## src/rtl/leb128_fetch.sv

```systemverilog
// Immediate-operand fetch: reads a byte window from genrom and decodes one
// ULEB128/SLEB128 immediate into a 64-bit value plus its encoded length.
module leb128_fetch #(
    parameter int MEM_DEPTH = 4,
    parameter int MEM_EXTRA = 4
) (
    input  logic                        clk,
    input  logic                        reset,
    input  logic                        start,
    input  logic [MEM_DEPTH:0]          addr,
    input  logic                        is_signed,
    input  logic                        is64,
    output logic [MEM_DEPTH:0]          mem_addr,
    output logic [MEM_EXTRA-1:0]        mem_extra,
    input  logic [8*(2**MEM_EXTRA)-1:0] mem_data,
    input  logic                        mem_error,
    output logic                        busy,
    output logic                        done,
    output logic [63:0]                 value,
    output logic [3:0]                  length,
    output logic [1:0]                  error
);

    localparam int DW = 8 * (2 ** MEM_EXTRA);

    typedef enum logic [2:0] {IDLE, FETCH, LOAD, DECODE, DONE} state_t;

    state_t             state, next_state;
    logic [MEM_DEPTH:0] req_addr;
    logic               req_signed;
    logic               req_is64;
    logic [DW-1:0]      window;
    logic [63:0]        acc;
    logic [3:0]         count;

    logic [7:0]  cur_byte;
    logic [3:0]  new_count;
    logic [6:0]  shift_amt;
    logic [6:0]  ext_shift;
    logic [63:0] new_acc;
    logic [63:0] ext_mask;
    logic [63:0] ext_acc;
    logic [63:0] final_value;
    logic        last_byte;
    logic        too_long;

    // Per-byte decode step: accumulate 7 payload bits and work out the
    // sign-extended / width-adjusted result in case this byte is the last.
    always_comb begin
        cur_byte  = window[DW-1 -: 8];
        new_count = count + 4'd1;
        shift_amt = 7'(count) * 7'd7;
        ext_shift = 7'(new_count) * 7'd7;
        new_acc   = acc | ({57'b0, cur_byte[6:0]} << shift_amt);
        ext_mask  = (ext_shift >= 7'd64) ? 64'b0 : ({64{1'b1}} << ext_shift);
        ext_acc   = (req_signed && cur_byte[6]) ? (new_acc | ext_mask) : new_acc;
        if (req_is64)
            final_value = ext_acc;
        else if (req_signed)
            final_value = {{32{ext_acc[31]}}, ext_acc[31:0]};
        else
            final_value = {32'b0, ext_acc[31:0]};
        last_byte = ~cur_byte[7];
        too_long  = cur_byte[7] && (new_count == (req_is64 ? 4'd10 : 4'd5));
    end

    always_ff @(posedge clk) begin
        if (reset)
            state <= IDLE;
        else
            state <= next_state;
    end

    always_comb begin
        next_state = state;
        mem_addr   = '0;
        mem_extra  = '0;
        case (state)
            IDLE:   if (start) next_state = FETCH;
            FETCH: begin
                mem_addr   = req_addr;
                mem_extra  = req_is64 ? MEM_EXTRA'(9) : MEM_EXTRA'(4);
                next_state = LOAD;
            end
            LOAD:   next_state = mem_error ? DONE : DECODE;
            DECODE: if (last_byte || too_long) next_state = DONE;
            DONE:   next_state = IDLE;
            default: next_state = IDLE;
        endcase
    end

    assign busy = (state != IDLE);
    assign done = (state == DONE);

    // Result registers only change when entering DONE, so they stay stable
    // between done pulses.
    always_ff @(posedge clk) begin
        if (reset) begin
            req_addr   <= '0;
            req_signed <= 1'b0;
            req_is64   <= 1'b0;
            window     <= '0;
            acc        <= '0;
            count      <= '0;
            value      <= '0;
            length     <= '0;
            error      <= '0;
        end else begin
            case (state)
                IDLE: begin
                    if (start) begin
                        req_addr   <= addr;
                        req_signed <= is_signed;
                        req_is64   <= is64;
                    end
                end
                LOAD: begin
                    window <= mem_data;
                    acc    <= '0;
                    count  <= '0;
                    if (mem_error) begin
                        value  <= '0;
                        length <= '0;
                        error  <= 2'd1;
                    end
                end
                DECODE: begin
                    window <= window << 8;
                    acc    <= new_acc;
                    count  <= new_count;
                    if (last_byte) begin
                        value  <= final_value;
                        length <= new_count;
                        error  <= 2'd0;
                    end else if (too_long) begin
                        value  <= new_acc;
                        length <= new_count;
                        error  <= 2'd2;
                    end
                end
                default: ;
            endcase
        end
    end

endmodule

```

## config.mk

```make
export PLATFORM = sky130hd
export DESIGN_NAME = leb128_fetch
export DESIGN_NICKNAME = d
export VERILOG_FILES = /design/src/rtl/leb128_fetch.sv
export SDC_FILE = /design/constraint.sdc
export NUM_CORES = 1
export LEC_CHECK = 0
export ABC_AREA = 1
export CELL_PAD_IN_SITES_DETAIL_PLACEMENT = 0
export CELL_PAD_IN_SITES_GLOBAL_PLACEMENT = 1
export CORE_UTILIZATION = 39
export CTS_BUF_LIST = sky130_fd_sc_hd__clkbuf_8
export DETAILED_ROUTE_END_ITERATION = 8
export GPL_ROUTABILITY_DRIVEN = 0
export PLACE_DENSITY = 0.93
export SYNTH_ARGS = -nofsm -noshare
export SYNTH_HDL_FRONTEND = slang
export SYNTH_SLANG_ARGS = --single-unit
```

## constraint.sdc

```tcl
create_clock -name clk -period 4.3 [get_ports clk]
set_input_delay 1.075 -clock clk [delete_from_list [all_inputs] [get_ports clk]]
set_output_delay 1.075 -clock clk [all_outputs]
set_load 0.01 [all_outputs]
```

==> flow_metrics.tcl <==
set metrics [dict create \
    synth-edff-count 0 \
    met3_usage 0.0771 \
    clock_skew_ns 0.0422 \
    port_buffers 218 \
    cts_resized 0 \
    postCtsSetupBuffers 0 \
    h-tree-depth 2 \
    core-area_sq_um 30000 \
    drtIter0Drc 1058 \
    drive_above_1_share 0.0667 \
    ios 220 \
    max-slew-margin-rel 0.134 \
    diodes 0 \
    synth_seq_cells 276 \
    cp_max_fo 32 \
    timing.rr.end "value[61]" \
    min_from "acc[7]" \
    wl_per_cell_um 16.2 \
    avgSynthCellArea_sq_um 7.00 \
    startpoint_type "register" \
    finalSetupTns_ns 0 \
    gr-usage-met2 0.388 \
    nets 2029 \
    grt_max_degree 110 \
    synth.most_common_cell "nand2_1" \
    fin_crit_sh 0.870 \
    initial_core_util 0.402 \
    setup_viol 0 \
    dr.pass1.iters 7 \
    hold_path_end "acc[7]" \
    antenna_left 0 \
    ys_types 35 \
    ys_top_cells_by_area "dfxtp_1 46%, nand2_1 19%, a31oi_1 6.0%, a21oi_1 5.8%, nor2_1 5.3%" \
    cts.sinks 276 \
    clkTransAtPathRegs_ns 0.06 \
    syn_to_final_growth_pct 27.0 \
    grt_overflow_total 0 \
    hold_violations 0 \
    end_kind "register" \
    regToRegStartpoint "count[1]" \
    cts-hold-fix-buffers 0 \
    die-width_um 178 \
    r2r.worst_path.cells 21 \
    via_count 12000 \
    synthCells 1719 \
    slew_viol_final 0 \
    fp.dieH_um 178 \
    critPathKind "register to register" \
    drc 0 \
    cts_tree "built" \
    wl_um 37500 \
    cts_made_buffers 47 \
    rsz0062_at_grt "no" \
    clock_latency_ns 0.58 \
    vias_per_cell 5.18 \
    cts_buffer_depth 3 \
    dp_hpwl_um 25800 \
    irDropWorstVdd_mv 0.240 \
    hold_depth 2 \
    top_usage_layer "met2" \
    p_per_area_nw_per_um2 389 \
    antenna_found_initial 1 \
    arrival_ns 4.22 \
    grt_pass1_wl_um 59500 \
    status "completed" \
    ys_seq_area_frac 0.459 \
    grt_pass1_vias 11400 \
    period_needed_ns 3.74 \
    gr-usage-all-layers 0.237 \
    tightest_slew_ns 1.30 \
    syn_nets 1865 \
    synthArstFlopShare 0 \
    clock-root-buffer "clkbuf_8" \
    synth.largest_area_cell "dfxtp_1" \
    r2r_slack_ns 0.56 \
    hold_slack_ns 0.458 \
    cp.required_ns 4.78 \
    fp-row-count 63 \
    p_leak_uw 0.00549 \
    syn_area_sq_um 12000 \
    min_path_type "register to register" \
    max_freq_ghz 0.267 \
    synthTopCellsByCount "599 x nand2_1, 276 x dfxtp_1, 170 x nor2_1" \
    synth_top_area_share 0.459 \
    use_met1 0.292 \
    drv_cap 0 \
    ys_warn_count 0 \
    die-area_sq_um 31600 \
    ys.flop_type "dfxtp_1" \
]
worst max path at each step:
stage | from | end | slack [ns]
4_1_cts | count[1] | value[56] | 0.62
6_report | count[1] | value[61] | 0.56
2_1_floorplan | count[1] | value[62] | 1.12
5_1_grt | count[1] | value[47] | 0.16
3_3_place_gp | count[1] | value[61] | 0.75
3_5_place_dp | count[1] | value[56] | 0.66
state kept, by name (all words and copies together) (netlist names):
| signal | cells |
|---|---|
| window | 128 |
| acc | 64 |
| value | 64 |
| req_addr | 5 |
| count | 4 |
| length | 4 |
| state | 3 |
| error | 2 |
| req_is64 | 1 |
| req_signed | 1 |
worst max-delay path, stage by stage (launching register included):
cell and delay [ns]:
dfxtp_1 0.63, ha_1 0.31, inv_1 0.10, nand2_2 0.09
nand2_4 0.10, xor2_1 0.14, inv_1 0.05, ha_1 0.18
o21bai_1 0.15, ha_1 0.34, nand2_1 0.07, nand2_1 0.04
inv_1 0.06, nand3_1 0.11, a21oi_2 0.24, nand2_1 0.07
nand2_1 0.08, nand2_1 0.07, nand2_2 0.05, buf_4 0.39
nand3_1 0.17, a21oi_1 0.15
per-layer routing:
| layer | share of wire | routed length [um] |
|---|---|---|
| met1 | 0.41 | 15400 |
| met2 | 0.46 | 17300 |
| met3 | 0.10 | 3740 |
| met4 | 0.027 | 1010 |
| met5 | 0.00032 | 12 |
kinds of logic (layout without fill, tap and decap cells):
family / Yosys count / count (layout) / synth area share
xor+xnor: 2 / 2 / 0.00146
fa+ha+maj: 7 / 7 / 0.00728
compound gates: 315 / 315 / 0.150
buf+inv: 204 / 404 / 0.0725
simple gates: 914 / 914 / 0.309
flops: 276 / 276 / 0.459
other cells: 1 / 1 / 0.000312
power by group:
group	internal, uW	switching [uW]	total, uW	leakage (uW)
combinational	308	539	847	0.00269
sequential	2670	64.2	2730	0.00223
clock	1300	1070	2370	0.000570
total	4270	1680	5950	0.00549
placed cells by master (no fill, tap or decap), types with 5 or more instances in the layout:
cell	Yosys	routed
buf_4	11	17
o21ai_0	5	5
a31oi_1	116	116
nor3_1	65	65
a211oi_1	9	9
clkdlybuf4s50_1	0	217
nand2_2	6	6
a221oi_1	6	6
clkbuf_8	0	59
ha_1	7	7
nor2_1	170	167
a21oi_1	140	140
nand3_2	12	12
a21oi_2	8	7
nand2_1	599	598
nand3_1	52	52
dfxtp_1	276	276
inv_2	9	9
o21ai_1	28	28
inv_1	74	95
final cells by class:
cell class / count / area, sq um
timing repair buffer: 236 / 2330
multi-input combinational: 1239 / 5660
sequential: 276 / 5530
tap: 390 / 488
clock inverter: 26 / 144
clock buffer: 59 / 812
fill: 3016 / 14700
inverter: 83 / 312
stage by stage:
step / setup WS [ns] / instances / util / cell area, sq um / total power, uW
final: 0.558 / 2309 / 0.510 / 15300 / 5950
after detailed placement: 0.662 / 2224 / 0.478 / 14300 / 3620
after global routing: 0.158 / 2309 / 0.510 / 15300 / 6220
after global placement: 0.749 / 2224 / 0.478 / 14300 / 3620
after floorplan: 1.12 / 1719 / - / 12000 / 3300
after CTS: 0.624 / 2309 / 0.510 / 15300 / 6000
(Power assumes the default switching activity.)
